### src/rtl/recovery_ctrl_pkg.sv
// Shared types and constants for the pipeline recovery sequencer.
// The optional performance counters are enabled with RECOVERY_PERF_EN.
// N_WAY and XLEN come from the project-wide macros; fall back to sane
// values when this slice is built on its own.
`ifndef N_WAY
`define N_WAY 2
`endif
`ifndef XLEN
`define XLEN 32
`endif

package recovery_ctrl_pkg;

    // Encoded sequencer states; values are visible on state_dbg.
    typedef enum logic [2:0] {
        ST_RUN      = 3'd0,
        ST_FLUSH    = 3'd1,
        ST_DRAIN    = 3'd2,
        ST_REDIRECT = 3'd3,
        ST_HALT     = 3'd4
    } recovery_state_t;

    localparam int DRAIN_CYCLES_DEFAULT = 3;

    // Bits needed to hold DRAIN_CYCLES-1 (at least one bit).
    function automatic int drain_cnt_width(input int cycles);
        return (cycles > 1) ? $clog2(cycles) : 1;
    endfunction

endpackage

### src/rtl/recovery_ctrl_sat_counter.sv
// Saturating up-counter with synchronous clear; sticks at all-ones.
module sat_counter #(
    parameter int WIDTH = 16
) (
    input  logic             clock,
    input  logic             reset,
    input  logic             clear,
    input  logic             inc,
    output logic [WIDTH-1:0] count
);

    // Count up on inc, hold once every bit is set.
    always_ff @(posedge clock) begin
        if (reset || clear) begin
            count <= '0;
        end else if (inc && (count != {WIDTH{1'b1}})) begin
            count <= count + WIDTH'(1);
        end
    end

endmodule

### src/rtl/recovery_ctrl.sv
// Pipeline recovery sequencer: flush pulse, drain stall, handshaked fetch
// redirect, and the terminal HALT state. Define RECOVERY_PERF_EN to add the
// recovery_count / stall_cycles performance counters.
module recovery_ctrl
    import recovery_ctrl_pkg::*;
#(
    parameter int N_WAY        = `N_WAY,
    parameter int XLEN         = `XLEN,
    parameter int DRAIN_CYCLES = DRAIN_CYCLES_DEFAULT
`ifdef RECOVERY_PERF_EN
    ,
    parameter int CNT_W        = 16
`endif
) (
    input  logic             clock,
    input  logic             reset,
    input  logic [N_WAY-1:0] retire_valid,
    input  logic [N_WAY-1:0] retire_halt,
    input  logic [N_WAY-1:0] retire_illegal,
    input  logic             retire_branch,
    input  logic [XLEN-1:0]  retire_branch_PC,
    input  logic             fetch_redirect_ready,
    output logic             flush,
    output logic             dispatch_stall,
    output logic             fetch_redirect_valid,
    output logic [XLEN-1:0]  fetch_redirect_pc,
    output logic             halted,
    output logic             illegal_seen,
    output logic [2:0]       state_dbg
`ifdef RECOVERY_PERF_EN
    ,
    output logic [CNT_W-1:0] recovery_count,
    output logic [CNT_W-1:0] stall_cycles
`endif
);

    localparam int DW = drain_cnt_width(DRAIN_CYCLES);

    recovery_state_t state;
    logic [DW-1:0]   drain_cnt;
    logic            halt_event;

    // Only valid lanes may raise a halt; illegal also terminates the program.
    assign halt_event = |(retire_valid & (retire_halt | retire_illegal));
    assign state_dbg  = state;

    // Sequencer with outputs registered alongside the state they belong to.
    always_ff @(posedge clock) begin
        if (reset) begin
            state                <= ST_RUN;
            flush                <= 1'b0;
            dispatch_stall       <= 1'b0;
            fetch_redirect_valid <= 1'b0;
            fetch_redirect_pc    <= '0;
            halted               <= 1'b0;
            illegal_seen         <= 1'b0;
            drain_cnt            <= '0;
        end else begin
            case (state)
                ST_RUN: begin
                    // Halt outranks a branch retiring in the same cycle.
                    if (halt_event) begin
                        state          <= ST_HALT;
                        halted         <= 1'b1;
                        dispatch_stall <= 1'b1;
                        illegal_seen   <= |(retire_valid & retire_illegal);
                    end else if (retire_branch) begin
                        state             <= ST_FLUSH;
                        flush             <= 1'b1;
                        dispatch_stall    <= 1'b1;
                        fetch_redirect_pc <= retire_branch_PC;
                    end
                end
                ST_FLUSH: begin
                    flush     <= 1'b0;
                    drain_cnt <= DW'(DRAIN_CYCLES - 1);
                    state     <= ST_DRAIN;
                end
                ST_DRAIN: begin
                    if (drain_cnt == '0) begin
                        state                <= ST_REDIRECT;
                        fetch_redirect_valid <= 1'b1;
                    end else begin
                        drain_cnt <= drain_cnt - DW'(1);
                    end
                end
                ST_REDIRECT: begin
                    // Target stays put until fetch takes it.
                    if (fetch_redirect_ready) begin
                        state                <= ST_RUN;
                        fetch_redirect_valid <= 1'b0;
                        dispatch_stall       <= 1'b0;
                    end
                end
                ST_HALT: begin
                    // Terminal: only reset leaves.
                end
                default: begin
                    state <= ST_RUN;
                end
            endcase
        end
    end

`ifdef RECOVERY_PERF_EN
    logic [1:0]       perf_inc;
    logic [CNT_W-1:0] perf_cnt [2];

    // Index 0 counts FLUSH entries, index 1 counts stalled non-halt cycles.
    assign perf_inc[0] = (state == ST_RUN) && !halt_event && retire_branch;
    assign perf_inc[1] = dispatch_stall && (state != ST_HALT);

    for (genvar gi = 0; gi < 2; gi++) begin : g_perf
        sat_counter #(.WIDTH(CNT_W)) u_cnt (
            .clock (clock),
            .reset (reset),
            .clear (1'b0),
            .inc   (perf_inc[gi]),
            .count (perf_cnt[gi])
        );
    end

    assign recovery_count = perf_cnt[0];
    assign stall_cycles   = perf_cnt[1];
`endif

endmodule
### config.mk
export PLATFORM = sky130hd
export DESIGN_NAME = recovery_ctrl
export DESIGN_NICKNAME = d
export VERILOG_FILES = /design/src/rtl/recovery_ctrl_pkg.sv /design/src/rtl/recovery_ctrl_sat_counter.sv /design/src/rtl/recovery_ctrl.sv
export SDC_FILE = /design/constraint.sdc
export NUM_CORES = 1
export LEC_CHECK = 0
export BUFFER_PORTS_ARGS = -buffer_cell sky130_fd_sc_hd__buf_2
export CAP_MARGIN = 5
export CORE_UTILIZATION = 44
export DETAILED_ROUTE_END_ITERATION = 8
export PLACE_DENSITY = 0.86
export SYNTH_ARGS = -nofsm -noshare
export SYNTH_HDL_FRONTEND = slang
export SYNTH_SLANG_ARGS = --single-unit
### constraint.sdc
create_clock -name clock -period 1.5 [get_ports clock]
set_clock_uncertainty 0.1 [all_clocks]
set_input_delay 0.075 -clock clock [delete_from_list [all_inputs] [get_ports clock]]
set_output_delay 0.075 -clock clock [all_outputs]
set_load 0.01 [all_outputs]
==> out/results.txt <==
worst-case hold slack = 0.02790 ns
GRT Util Overall = 0.2132
setup TNS = 0 ns
Tightest Pin Transition = 0.4700 ns
Compound-Gate Fraction of Synth Area = 0.1874
antenna violations before repair = 0
Post-Synth Simple-Gate Area = 0.2185
final setup fails = 0
Chip Width = 62.47 microns
Detail Route Antenna Nets = 0
unrepaired setup endpoints after global routing = false
XOR/XNOR share of the synthesized area = 0
max incr delay on CP = 0.35 ns
Worst Path Required = 1.61 ns
largest net degree at the start of global routing = 27
Nets = 360
Vias = 1,767
#FFs+latches synth = 42
dpl hpwl = 2564 microns
FMAX = 0.7074 GHz
gp weighted congestion = 0.8132
Period minus WS final = 1.414 ns
Adder-Cell Fraction of Synth Area = 0.007776
RR Startpoint = state_dbg[0]$_SDFFE_PP0P_
leakage = 1.130 nW
core area = 3416 sq um
DRC viols = 0
DRT iter0 DRCs = 120
Crit Path Class = reg2reg
critical path fanouts, max = 23
chip height = 62.47 microns
CTS Buf Count = 5
worst path buffer plus inverter count = 2
Syn. warnings = 0
CTS max path bufs = 2
CP Capture Type = flip-flop
startpoint types = flip-flop
Clock Latency Late Sink = 0.33 ns
Die ar. = 3903 sq um
Clock Sinks = 42
vias in the first global route = 1,586
ratio of cells with drive above 1 in the final layout = 0.3208
hold_sp = retire_valid[0]
hold crit path type = in2reg
sequential share of the synthesized area = 0.5226
multiplexer area fraction after synthesis = 0
Slew HR = 0.6867
Synth Instances = 201
FP Rows = 21
H-tree Lvls = 2
PD cells = 958.6 nW/um^2
Crit. Startpoint = state_dbg[0]$_SDFFE_PP0P_
largest family of logic cells by synthesized area = simple AND/OR/NAND/NOR gates
Final Cycle Share = 0.9424
synthesized area = 1609 sq um
total gr overflow = 0
initial core utilization = 0.4711
# Max-Cap Violations = 0
Yosys cell types = 27
syn_nets = 244
critical path's slowest cell = dfxtp_1
Hold Fails Final Rpt = 0
diodes inserted = 0
Post-Route WL = 4147 microns
Worst path most repeated cell = buf_4
TritonCTS clock tree = yes
Port Buffers = 81
status = finished, final reports clean
Max rail drop VDD = 0.6063 mV
Final Max Tran Viols = 0
crit path DAT = 1.53 ns
P&R area growth vs syn = 52.64%
vias per inst = 4.854
family with the most delay on the worst path = simple AND/OR/NAND/NOR gates
CTS root buf = clkbuf_4
Routed wire per std cell = 11.39 microns
TritonRoute pass-1 iters = 4
Avg Synthesized Cell Area = 8.005 sq um
Clock transition at path regs = 0.11 ns
I/O pin cnt = 82
first-pass GRT wire length = 6699 microns
cell chain of the critical path = nor3_4 > buf_4 > nand4_1 > buf_4 > nand2_1 > a21oi_1
-- cell usage in the layout (no fill, tap or decap), drive strengths merged, types with 2 or more instances in the layout --
cell,count
dfxtp,42
nand2,68
nor2,7
o21ai,7
a31oi,2
nor4,3
buf,91
a21oi,36
inv,5
clkbuf,7
a211oi,3
dlygate4sd3,33
-- cell type report --
cell class	instances	area (sq um)
Inverter	5	18.77
Clock inverter	1	5.005
Sequential cell	42	842.1
Clock buffer	7	55.05
Timing Repair Buffer	124	810.8
Multi-Input combinational cell	139	666.9
Tap cell	46	57.56
Fill cell	276	959.7
-- synthesized netlist by cell type --
cell type | instances | area, sq um
a211oi_1 | 3 | 22.52
a21bo_2 | 1 | 10.01
a21o_1 | 1 | 7.510
a21oi_1 | 36 | 180.2
a221oi_1 | 1 | 8.760
a22o_1 | 1 | 8.760
a2bb2oi_1 | 1 | 8.760
a31oi_1 | 2 | 12.51
and2_1 | 1 | 6.260
and4_1 | 1 | 8.760
buf_1 | 1 | 3.750
buf_2 | 1 | 5.000
buf_4 | 1 | 7.510
buf_6 | 3 | 33.78
clkbuf_1 | 9 | 33.78
dfxtp_1 | 42 | 840.8
ha_1 | 1 | 12.51
inv_1 | 5 | 18.77
nand2_1 | 68 | 255.2
nand3_1 | 1 | 5.000
nand4_1 | 1 | 6.260
nor2_1 | 7 | 26.28
nor3_4 | 1 | 16.27
nor4_1 | 3 | 18.77
nor4b_1 | 1 | 8.760
o21a_1 | 1 | 7.510
o21ai_0 | 7 | 35.03
-- tightest hold or removal path, cell delays in order --
cell and delay (ns):
buf_2 0.08, a22o_1 0.12, nand2_1 0.05, a21oi_1 0.10
-- final timing paths --
kind,slack (ns),depth (start not counted),endpoint
min reg2reg,0.36,2,fetch_redirect_pc[9]$_SDFFE_PP0P_
min,0.03,4,illegal_seen$_SDFFE_PP0P_
max reg2reg,0.09,6,fetch_redirect_pc[22]$_SDFFE_PP0P_
max,0.09,6,fetch_redirect_pc[22]$_SDFFE_PP0P_
-- timing repair --
item | CTS | global route
hold buffers | 33 | 0
setup endpoints to repair | 0 | 4
setup buffers | 0 | 0
hold endpoints to repair | 33 | 0
gates resized for setup | 0 | 2
-- cells by family after synthesis --
logic type	count (synthesis)
simple gates	84
compound gates	54
flops	42
buf+inv	20
fa+ha+maj	1
-- sequential cells by signal, summed over array words and instances, names as in the netlist --
name                  count
drain_cnt                 2
state_dbg                 3
flush                     1
dispatch_stall            1
halted                    1
fetch_redirect_pc        32
fetch_redirect_valid      1
illegal_seen              1
-- layer usage --
| layer | track usage | part of all wire |
|---|---|---|
| met3 | 0.04927 | 0.065 |
| met5 | 0 | 0 |
| met1 | 0.2503 | 0.43 |
| met4 | 0.05233 | 0.0070 |
| met2 | 0.3872 | 0.50 |
-- power breakdown --
part / switching, W / leakage, nW / internal, W
logic: 0.000280 / 0.752 / 0.000273
registers: 0.0000449 / 0.343 / 0.00120
clock network: 0.000332 / 0.0353 / 0.000228
total: 0.000657 / 1.13 / 0.00170
-- per-stage QoR --
stage	instances	utilization	area (sq um)	setup WS [ns]	power, W
finish	364	0.7190	2456	0.08642	0.002354
global route	364	0.7190	2456	0.005420	0.002504
CTS	364	0.7183	2454	0.07807	0.002367
detailed placement	323	0.6040	2063	0.09534	0.001748
global placement	323	0.6040	2063	0.1115	0.001737
floorplan	201	-	1609	0.07126	0.001554
Power figures use the tool's default switching activity.
